**src/rtl/hack_rom_loader_pkg.sv**
```systemverilog
// Shared types and constants for the ROM loader receive path.
// Latency: n/a (declarations only).
// Backpressure: n/a.
package hack_rom_loader_pkg;

    localparam logic [7:0] SPI_CMD_WRITE = 8'h02;
    localparam int         FRAME_BITS    = 48;
    localparam int         SRAM_ADDR_BITS = 24;

    typedef enum logic [2:0] {
        IDLE,
        CS_SETUP,
        SHIFT,
        CS_HOLD,
        CS_HIGH
    } state_t;

    // One 23LC1024 WRITE transaction: command, 24-bit byte address, one 16-bit word.
    function automatic logic [FRAME_BITS-1:0] build_frame(
        input logic [SRAM_ADDR_BITS-1:0] byte_addr,
        input logic [15:0]               data
    );
        return {SPI_CMD_WRITE, byte_addr, data};
    endfunction

endpackage

```
**src/rtl/hack_rom_loader_rx_spi_frame_tx.sv**
```systemverilog
// Serialises one 48-bit frame MSB first as SPI mode 0 at clk/2.
// Latency: 2 cycles per bit, 96 cycles per frame; o_last flags the final cycle.
// Backpressure: none; the caller holds i_shift_en for the whole frame.
module spi_frame_tx
    import hack_rom_loader_pkg::*;
(
    input  logic                  clk,
    input  logic                  i_clear,
    input  logic                  i_load,
    input  logic [FRAME_BITS-1:0] i_frame,
    input  logic                  i_shift_en,
    output logic                  o_sck,
    output logic                  o_si,
    output logic                  o_last
);

    localparam int CNT_W = $clog2(FRAME_BITS);

    logic [FRAME_BITS-1:0] r_shreg;
    logic                  r_phase;
    logic [CNT_W-1:0]      r_bit_cnt;

    // Low phase then high phase per bit; SI advances on the high->low step only.
    always_ff @(posedge clk) begin
        if (i_clear) begin
            r_shreg   <= '0;
            r_phase   <= 1'b0;
            r_bit_cnt <= '0;
        end else if (i_load) begin
            r_shreg   <= i_frame;
            r_phase   <= 1'b0;
            r_bit_cnt <= '0;
        end else if (i_shift_en) begin
            if (!r_phase) begin
                r_phase <= 1'b1;
            end else begin
                r_phase   <= 1'b0;
                r_shreg   <= {r_shreg[FRAME_BITS-2:0], 1'b0};
                r_bit_cnt <= r_bit_cnt + 1'b1;
            end
        end
    end

    assign o_sck  = r_phase;
    assign o_si   = r_shreg[FRAME_BITS-1];
    assign o_last = i_shift_en & r_phase & (r_bit_cnt == CNT_W'(FRAME_BITS - 1));

endmodule

```
**src/rtl/hack_rom_loader_rx.sv**
```systemverilog
// Accepts 16-bit instruction words by load/ack handshake and writes each to serial SRAM.
// Latency: 1+1+96+1+CS_HIGH_CYCLES cycles from accepted load to ack high again.
// Backpressure: ack low while a frame is in flight; a held load needs a low phase before re-accept.
module hack_rom_loader_rx
    import hack_rom_loader_pkg::*;
#(
    parameter int WORD_ADDR_WIDTH = 16,
    parameter int CS_HIGH_CYCLES  = 2
) (
    input  logic                       clk,
    input  logic                       reset,
    input  logic                       rom_loader_reset,
    input  logic                       rom_loader_load,
    input  logic [15:0]                rom_loader_data,
    output logic                       rom_loader_ack,
    output logic                       rom_loader_load_received,
    output logic                       busy,
    output logic [WORD_ADDR_WIDTH-1:0] word_addr,
    output logic                       sram_cs_n,
    output logic                       sram_sck,
    output logic                       sram_sio_oe,
    output logic [3:0]                 sram_sio_o
);

    localparam int HI_W = (CS_HIGH_CYCLES > 1) ? $clog2(CS_HIGH_CYCLES) : 1;

    state_t                      r_state;
    state_t                      w_state_nxt;
    logic                        r_seen_low;
    logic                        r_load_received;
    logic [WORD_ADDR_WIDTH-1:0]  r_word_addr;
    logic [HI_W-1:0]             r_hi_cnt;

    logic                        w_clear;
    logic                        w_accept;
    logic                        w_shift_en;
    logic                        w_last;
    logic                        w_sck;
    logic                        w_si;
    logic [SRAM_ADDR_BITS-1:0]   w_byte_addr;
    logic [FRAME_BITS-1:0]       w_frame;

    // Either reset abandons the frame; only the system reset also clears the load history.
    assign w_clear     = reset | rom_loader_reset;
    assign w_accept    = (r_state == IDLE) & rom_loader_load & r_seen_low & ~w_clear;
    assign w_shift_en  = (r_state == SHIFT);
    assign w_byte_addr = SRAM_ADDR_BITS'(r_word_addr) << 1;
    assign w_frame     = build_frame(w_byte_addr, rom_loader_data);

    // State register; both resets land in IDLE.
    always_ff @(posedge clk) begin
        if (w_clear) begin
            r_state <= IDLE;
        end else begin
            r_state <= w_state_nxt;
        end
    end

    // Next state and SRAM pin/handshake decode.
    always_comb begin
        w_state_nxt    = r_state;
        rom_loader_ack = 1'b0;
        busy           = 1'b1;
        sram_cs_n      = 1'b0;
        sram_sio_oe    = 1'b1;
        case (r_state)
            IDLE: begin
                rom_loader_ack = ~reset;
                busy           = 1'b0;
                sram_cs_n      = 1'b1;
                sram_sio_oe    = 1'b0;
                if (w_accept) begin
                    w_state_nxt = CS_SETUP;
                end
            end
            CS_SETUP: w_state_nxt = SHIFT;
            SHIFT: begin
                if (w_last) begin
                    w_state_nxt = CS_HOLD;
                end
            end
            CS_HOLD: w_state_nxt = CS_HIGH;
            CS_HIGH: begin
                sram_cs_n   = 1'b1;
                sram_sio_oe = 1'b0;
                if (r_hi_cnt == HI_W'(CS_HIGH_CYCLES - 1)) begin
                    w_state_nxt = IDLE;
                end
            end
            default: w_state_nxt = IDLE;
        endcase
    end

    // Counts the cs_n high gap between frames.
    always_ff @(posedge clk) begin
        if (w_clear || r_state != CS_HIGH) begin
            r_hi_cnt <= '0;
        end else begin
            r_hi_cnt <= r_hi_cnt + 1'b1;
        end
    end

    // Next-word address; advances as the frame closes and wraps at the ROM depth.
    always_ff @(posedge clk) begin
        if (w_clear) begin
            r_word_addr <= '0;
        end else if (r_state == CS_HOLD) begin
            r_word_addr <= r_word_addr + 1'b1;
        end
    end

    // Receipt pulse and the "load seen low" edge qualifier that blocks repeat writes.
    always_ff @(posedge clk) begin
        if (reset) begin
            r_seen_low      <= 1'b0;
            r_load_received <= 1'b0;
        end else begin
            r_load_received <= w_accept;
            if (!rom_loader_reset) begin
                if (w_accept) begin
                    r_seen_low <= 1'b0;
                end else if (!rom_loader_load) begin
                    r_seen_low <= 1'b1;
                end
            end
        end
    end

    spi_frame_tx u_spi_frame_tx (
        .clk        (clk),
        .i_clear    (w_clear),
        .i_load     (w_accept),
        .i_frame    (w_frame),
        .i_shift_en (w_shift_en),
        .o_sck      (w_sck),
        .o_si       (w_si),
        .o_last     (w_last)
    );

    assign rom_loader_load_received = r_load_received;
    assign word_addr                = r_word_addr;
    assign sram_sck                 = w_sck;
    assign sram_sio_o               = {1'b1, 2'b00, w_si};

endmodule
```
**config.mk**
```make
export PLATFORM = sky130hd
export DESIGN_NAME = hack_rom_loader_rx
export DESIGN_NICKNAME = d
export VERILOG_FILES = /design/src/rtl/hack_rom_loader_pkg.sv /design/src/rtl/hack_rom_loader_rx_spi_frame_tx.sv /design/src/rtl/hack_rom_loader_rx.sv
export SDC_FILE = /design/constraint.sdc
export NUM_CORES = 1
export LEC_CHECK = 0
export BUFFER_PORTS_ARGS = -buffer_cell sky130_fd_sc_hd__buf_2
export CAP_MARGIN = 10
export CORE_ASPECT_RATIO = 1.75
export CORE_MARGIN = 8
export CORE_UTILIZATION = 30
export CTS_CLUSTER_DIAMETER = 150
export DETAILED_ROUTE_END_ITERATION = 6
export PLACE_DENSITY_LB_ADDON = 0.1
export SYNTH_ARGS = -nofsm -noshare
export SYNTH_HDL_FRONTEND = slang
export SYNTH_SLANG_ARGS = --single-unit
```
**constraint.sdc**
```tcl
create_clock -name clk -period 1.85 [get_ports clk]
set_clock_uncertainty 0.05 [all_clocks]
set_input_delay 0.4625 -clock clk [delete_from_list [all_inputs] [get_ports clk]]
set_output_delay 0.4625 -clock clk [all_outputs]
set_load 0.005 [all_outputs]
```
==> flow_metrics.env, run 1 <==
export IMPL_synth_main_ff_cell="dfxtp_1"
export IMPL_drt_first_pass_iters=4
export IMPL_drt_wl_total_um=8360
export IMPL_synth_top_area_cell="dfxtp_1"
export IMPL_fp_dieH_um=153
export IMPL_portBuffers=42
export IMPL_grt_usage_pct=11.9
export IMPL_yosys_register_bits=77
export IMPL_yosysTopAreaCellShare_pct=47.7
export IMPL_synth_cell_types=34
export IMPL_synth_edff_count=0
export IMPL_drive_gt1_share_pct=21.6
export IMPL_synth_most_common_cell="nand2_1"
export IMPL_final_nets=473
export IMPL_seq_area_frac_synth_pct=47.7
export IMPL_holdPathEnd="r_seen_low"
export IMPL_cts_buffers=9
export IMPL_power_density_nw_per_um2=893
export IMPL_h_tree_depth=3
export IMPL_cts_tree="built"
export IMPL_path_max_fanout=5
export IMPL_clkSinkCount=77
export IMPL_vias=2855
export IMPL_finalCritPeriodShare_pct=96.7
export IMPL_ff2ff_setup_slack_ps=90
export IMPL_p_leak_nw=1.50
export IMPL_drtIter0Drc=155
export IMPL_clk_latency_ps=330
export IMPL_coreArea_sq_um=10600
export IMPL_die_x_um=94.5
export IMPL_hp_start="reset"
export IMPL_overflow=0
export IMPL_startpoint_type="flip-flop"
export IMPL_rows=50
export IMPL_status="completed"
export IMPL_die_area_sq_um=14500
export IMPL_place_ws_ps=96.1
export IMPL_dp_hpwl_um=5640
export IMPL_antenna_found_initial=0
export IMPL_timing_rr_end="word_addr[15]"
export IMPL_arrival_ps=1280
export IMPL_finalSetupViolations=0
export IMPL_clock_path_buffers=2
export IMPL_crit_slowest_cell="or3_4"
export IMPL_grt_pass1_vias=2844
export IMPL_fmax_ghz=0.559
export IMPL_drc=0
export IMPL_async_flop_share_pct=0
export IMPL_avgSynthCellArea_sq_um=7.96
export IMPL_hold_depth=2
export IMPL_r2r_cells=5
export IMPL_maxSlewViolCount=0
export IMPL_finalWorstSetupSlack_ps=61.4
export IMPL_syn2layout_area_growth_pct=26.4
export IMPL_grt_max_degree=66
export IMPL_drtAntennaViolNets=0
export IMPL_cpPeakStageDelay_ps=370
export IMPL_cp_top_family="simple AND/OR/NAND/NOR gates"
export IMPL_grt_pass1_wl_um=13900
export IMPL_crit_chain="or3_4 > nor2_1 > buf_2"
export IMPL_root_buffer="clkbuf_16"
export IMPL_avgRoutedWirePerCell_um=14.3
export IMPL_clk_pin_slew_ps=50
export IMPL_r2r_start="r_state[2]"
export IMPL_syn_inst=406
export IMPL_fin_crit_ps=1790
export IMPL_ir_worst_vdd_mv=0.482
export IMPL_hold_class="primary input to flip-flop"
export IMPL_antenna_cells=0
export IMPL_cp_required_ps=1340
export IMPL_cp_num_buf_inv=1
export IMPL_finalHoldViolCount=0
export IMPL_worstSetupPathType="flip-flop to output port"
export IMPL_ys_warn_count=0
export IMPL_max_cap_viol_count=0
export IMPL_rsz0062_at_grt="true"
export IMPL_syn_area_sq_um=3230
export IMPL_io_pins=46
export IMPL_viasPerCell=4.90
export IMPL_gp_congestion=0.763
export IMPL_synth_area_top_cells="dfxtp_1, nand2_1, a311oi_1"
export IMPL_cp_end_kind="output port"
export IMPL_synth_top_cells_by_count="nand2_1, dfxtp_1, nor2_1"
export IMPL_fin_tns_setup_ps=0
export IMPL_initial_utilization_pct=30.6
-- flip-flops by register name (all words and copies together) (netlist names) --
signal and count:
rom_loader_load_received 1, u_spi_frame_tx.o_sck 1, r_seen_low 1, u_spi_frame_tx.r_shreg 48, u_spi_frame_tx.r_bit_cnt 6, r_state 3
r_hi_cnt 1, word_addr 16
-- logic make-up (layout without fill, tap and decap cells) --
logic type      after synthesis  after routing  share of synthesized area, %
flops                        77             77                          47.7
xor+xnor                     19             19                          5.15
buf+inv                      41             87                          5.38
simple gates                208            208                          28.1
other cells                   2              3                         0.232
compound gates               56             56                          12.4
mux                           1              1                         0.348
fa+ha+maj                     2              2                         0.774
-- layout by cell type, fill, tap and decap left out, types with 6 or more instances in the layout --
cell type / count
nand2_1: 106
dfxtp_1: 73
nor2_1: 60
buf_2: 42
a311oi_1: 31
buf_4: 22
a21oi_1: 21
xnor2_1: 11
clkbuf_16: 9
xor2_1: 8
nand3_1: 7
nand4_1: 7
nor3_1: 6
buf_12: 6
-- worst max path at each step --
| stage | cells after the start | end | start | slack [ps] |
|---|---|---|---|---|
| finish | 3 | rom_loader_ack | r_state[1] | 60 |
| global route | 4 | word_addr[15] | word_addr[5] | -20 |
| floorplan | 4 | word_addr[15] | word_addr[4] | 0.4 |
| detailed placement | 4 | word_addr[15] | word_addr[6] | 100 |
| global placement | 4 | word_addr[15] | word_addr[6] | 110 |
| CTS | 3 | rom_loader_ack | r_state[1] | 40 |
-- worst reg2reg max path, cell delays in order, from the launching register on --
cell      delay (ps)
dfxtp_4          340
buf_4            160
nand3b_1         250
or2_2            360
or4_1            400
a21oi_1          150
-- cell type report --
class                      count  area, sq um
clock buffer                  11          243
multi-input combinational    289         1560
tap                          130          163
timing repair buffer          70          495
fill                        1126         6490
sequential                    77         1550
inverter                       4         15.0
clock inverter                 2         60.1
-- metal layers --
layer | wire, um | up-vias | track usage, %
met2 | 4400 | 42 | 20.9
met1 | 3480 | 1350 | 12.8
li1 | - | 1450 | -
met5 | 0 | - | 0
met4 | 166 | 0 | 5.09
met3 | 311 | 13 | 3.29
-- what timing repair did --
| item | 4_1_cts | 5_1_grt |
|---|---|---|
| setup endpoints to repair | 2 | 3 |
| gates resized for setup | 6 | 2 |
| hold endpoints to repair | 0 | 0 |
| pin swaps | 1 | 0 |
| hold buffers | 0 | 0 |
| buffers inserted | 4 | 0 |
-- report_power, final --
group          switching (mW)  internal, mW  total [mW]
combinational          0.0782        0.0509       0.129
sequential            0.00927          1.67        1.68
clock                   0.641          1.20        1.84
total                   0.728          2.92        3.65
-- per-stage QoR --
stage	utilization [%]	power [mW]	cell area, sq um	cells	hold slack, ps
6_report	38.7	3.65	4090	583	292
4_1_cts	38.5	3.72	4070	583	278
3_3_place_gp	35.5	1.85	3750	569	392
5_1_grt	38.7	3.79	4090	583	288
2_1_floorplan	-	1.80	3240	407	382
3_5_place_dp	35.5	1.85	3750	569	397
No activity file was read; power rests on OpenSTA's default activity.
==> inputs of run 2 (changes only) <==
--- a/config.mk
+++ b/config.mk
@@ -15,4 +15,5 @@
 export PLACE_DENSITY_LB_ADDON = 0.1
 export SYNTH_ARGS = -nofsm -noshare
 export SYNTH_HDL_FRONTEND = slang
+export SYNTH_HIERARCHICAL = 1
 export SYNTH_SLANG_ARGS = --single-unit
==> run 2 against run 1 <==
  * Total power is 3.9% higher
  * Non-clock buffer count is 13 higher
  * Global-route usage is 0.77 points higher
  * Design area is 15% higher
  * Fmax is 2.2% lower
  * Combinational power is 6% lower
  * Setup slack worse by 40 ps
  * Core utilization is 0.51 points higher
  * Register-to-register slack hardly changed
==> flow_metrics.env, run 2 <==
export IMPL_cts_tree="built"
export IMPL_clkSinkCount=77
export IMPL_coreArea_sq_um=12000
export IMPL_seq_area_frac_synth_pct=41.9
export IMPL_dp_hpwl_um=6570
export IMPL_syn_area_sq_um=3680
export IMPL_ys_warn_count=6
export IMPL_drc=0
export IMPL_rsz0062_at_grt="true"
export IMPL_synth_most_common_cell="dfxtp_1"
export IMPL_io_pins=46
export IMPL_synth_edff_count=0
export IMPL_drtIter0Drc=132
export IMPL_initial_utilization_pct=30.7
export IMPL_overflow=0
export IMPL_finalCritPeriodShare_pct=98.8
export IMPL_die_area_sq_um=16200
export IMPL_synth_top_area_cell="dfxtp_1"
export IMPL_cp_end_kind="output port"
export IMPL_final_nets=517
export IMPL_place_ws_ps=40.4
export IMPL_grt_max_degree=38
export IMPL_portBuffers=42
export IMPL_root_buffer="clkbuf_16"
export IMPL_async_flop_share_pct=0
export IMPL_drt_wl_total_um=9790
export IMPL_path_max_fanout=5
export IMPL_finalWorstSetupSlack_ps=21.3
export IMPL_cp_required_ps=1340
export IMPL_gp_congestion=0.744
export IMPL_avgRoutedWirePerCell_um=14.7
export IMPL_synth_main_ff_cell="dfxtp_1"
export IMPL_maxSlewViolCount=0
export IMPL_h_tree_depth=3
export IMPL_worstSetupPathType="flip-flop to output port"
export IMPL_fin_tns_setup_ps=0
export IMPL_synth_top_cells_by_count="dfxtp_1, nor3_1, and3_1, nor2b_1, a211oi_1"
export IMPL_antenna_cells=0
export IMPL_grt_usage_pct=12.7
export IMPL_final_common_cell="dfxtp_1"
export IMPL_cts_buffers=9
export IMPL_p_leak_nw=2.01
export IMPL_fmax_ghz=0.547
export IMPL_vias=3281
export IMPL_cpPeakStageDelay_ps=430
export IMPL_clk_pin_slew_ps=60
export IMPL_crit_chain="or3_4 > nor2_2 > buf_2"
export IMPL_status="completed"
export IMPL_fin_crit_ps=1830
export IMPL_drive_gt1_share_pct=23.4
export IMPL_hold_class="primary input to flip-flop"
export IMPL_synth_area_top_cells="dfxtp_1, a211oi_1, and3_1"
export IMPL_syn_inst=430
export IMPL_finalSetupViolations=0
export IMPL_die_x_um=99.7
export IMPL_rows=53
export IMPL_utilization_pct=39.2
export IMPL_synth_cell_types=39
export IMPL_fp_dieH_um=163
export IMPL_largest_reg_flops=48
export IMPL_viasPerCell=4.93
export IMPL_yosysTopAreaCellShare_pct=41.9
export IMPL_antenna_found_initial=0
export IMPL_grt_pass1_vias=3401
export IMPL_power_density_nw_per_um2=807
export IMPL_startpoint_type="flip-flop"
export IMPL_max_cap_viol_count=0
export IMPL_regMostFlops="u_spi_frame_tx/r_shreg"
export IMPL_yosys_register_bits=77
export IMPL_crit_slowest_cell="or3_4"
export IMPL_clk_latency_ps=330
export IMPL_arrival_ps=1320
export IMPL_final_cell_mix="dfxtp_1, nor3_1, and3_1, nor2b_1, a211oi_1"
export IMPL_clock_path_buffers=2
export IMPL_grt_pass1_wl_um=16500
export IMPL_drt_first_pass_iters=5
export IMPL_ir_worst_vdd_mv=0.441
export IMPL_syn2layout_area_growth_pct=27.7
export IMPL_drtAntennaViolNets=0
export IMPL_finalHoldViolCount=0
export IMPL_avgSynthCellArea_sq_um=8.56
-- run 2: cell count changes in the layout (fill, tap and decap cells not counted), moves of 6 or more --
cell	previous run	this run
buf_4	22	34
nand2_1	106	11
xnor2_1	11	5
a211oi_1	0	47
and3_1	2	48
nand4_1	7	1
nor2_1	60	13
conb_1	3	19
a311oi_1	31	0
or3_1	0	6
nor3_1	6	50
nor2b_1	0	48
-- run 2: metrics by stage --
| step | total power [mW] | area [sq um] | hold WS, ps | cells |
|---|---|---|---|---|
| floorplan | 1.79 | 3820 | 394 | 447 |
| global placement | 1.83 | 4330 | 411 | 647 |
| detailed placement | 1.83 | 4330 | 421 | 647 |
| CTS | 3.86 | 4680 | 248 | 664 |
| global route | 3.94 | 4700 | 281 | 665 |
| finish | 3.79 | 4700 | 272 | 665 |
-- run 2: path summary, 6_finish.rpt --
check                           startpoint             end  slack, ps  depth (start not counted)
worst max-delay path            r_state[0]  rom_loader_ack         20                          3
worst min-delay path                 reset      r_seen_low        270                          2
worst max register to register  r_state[2]   word_addr[15]         80                          4
worst min register to register  r_seen_low      r_seen_low        420                          2
-- run 2: what timing repair did --
item	CTS	global route
setup buffers	1	1
hold endpoints to repair	0	0
hold buffers	0	0
endpoints found under the setup margin	1	5
pin swaps	1	2
resized for setup	2	4
-- run 2: area by class of cell --
class | count | area (sq um)
Fill cell | 1254 | 7300
Multi-Input combinational cell | 320 | 1980
Sequential cell | 77 | 1550
Timing Repair Buffer | 83 | 606
Clock buffer | 13 | 280
Tap cell | 165 | 206
Clock inverter | 3 | 65.1
Inverter | 4 | 15.0
-- run 2: logic make-up after synthesis --
logic type / synth area share, %
XOR/XNOR: 2.62
other: 0.204
AND/OR/NAND/NOR: 33.8
multiplexers: 0.306
buffers and inverters: 6.77
flip-flops: 41.9
AO/OA/AOI/OAI: 13.7
adder cells (fa/ha/maj): 0.680
-- run 2: routing by layer --
layer,wire [um],GRT usage (%),vias up
met2,5090,22.5,57
met4,184,5.61,0
met3,379,3.13,14
met1,4140,13.9,1565
li1,-,-,1645
met5,0,0,-
-- run 2: power breakdown --
group	switching, mW	total (mW)	leakage (nW)	internal [mW]
clock network	0.675	2.00	0.172	1.33
logic	0.0716	0.121	1.22	0.0496
registers	0.00426	1.67	0.622	1.67
-- run 2: critical path: cells and delay by family, from the launching register on --
| kind | cells | cell delay, ps |
|---|---|---|
| simple gates | 2 | 520 |
| flops | 1 | 360 |
| buf+inv | 1 | 110 |
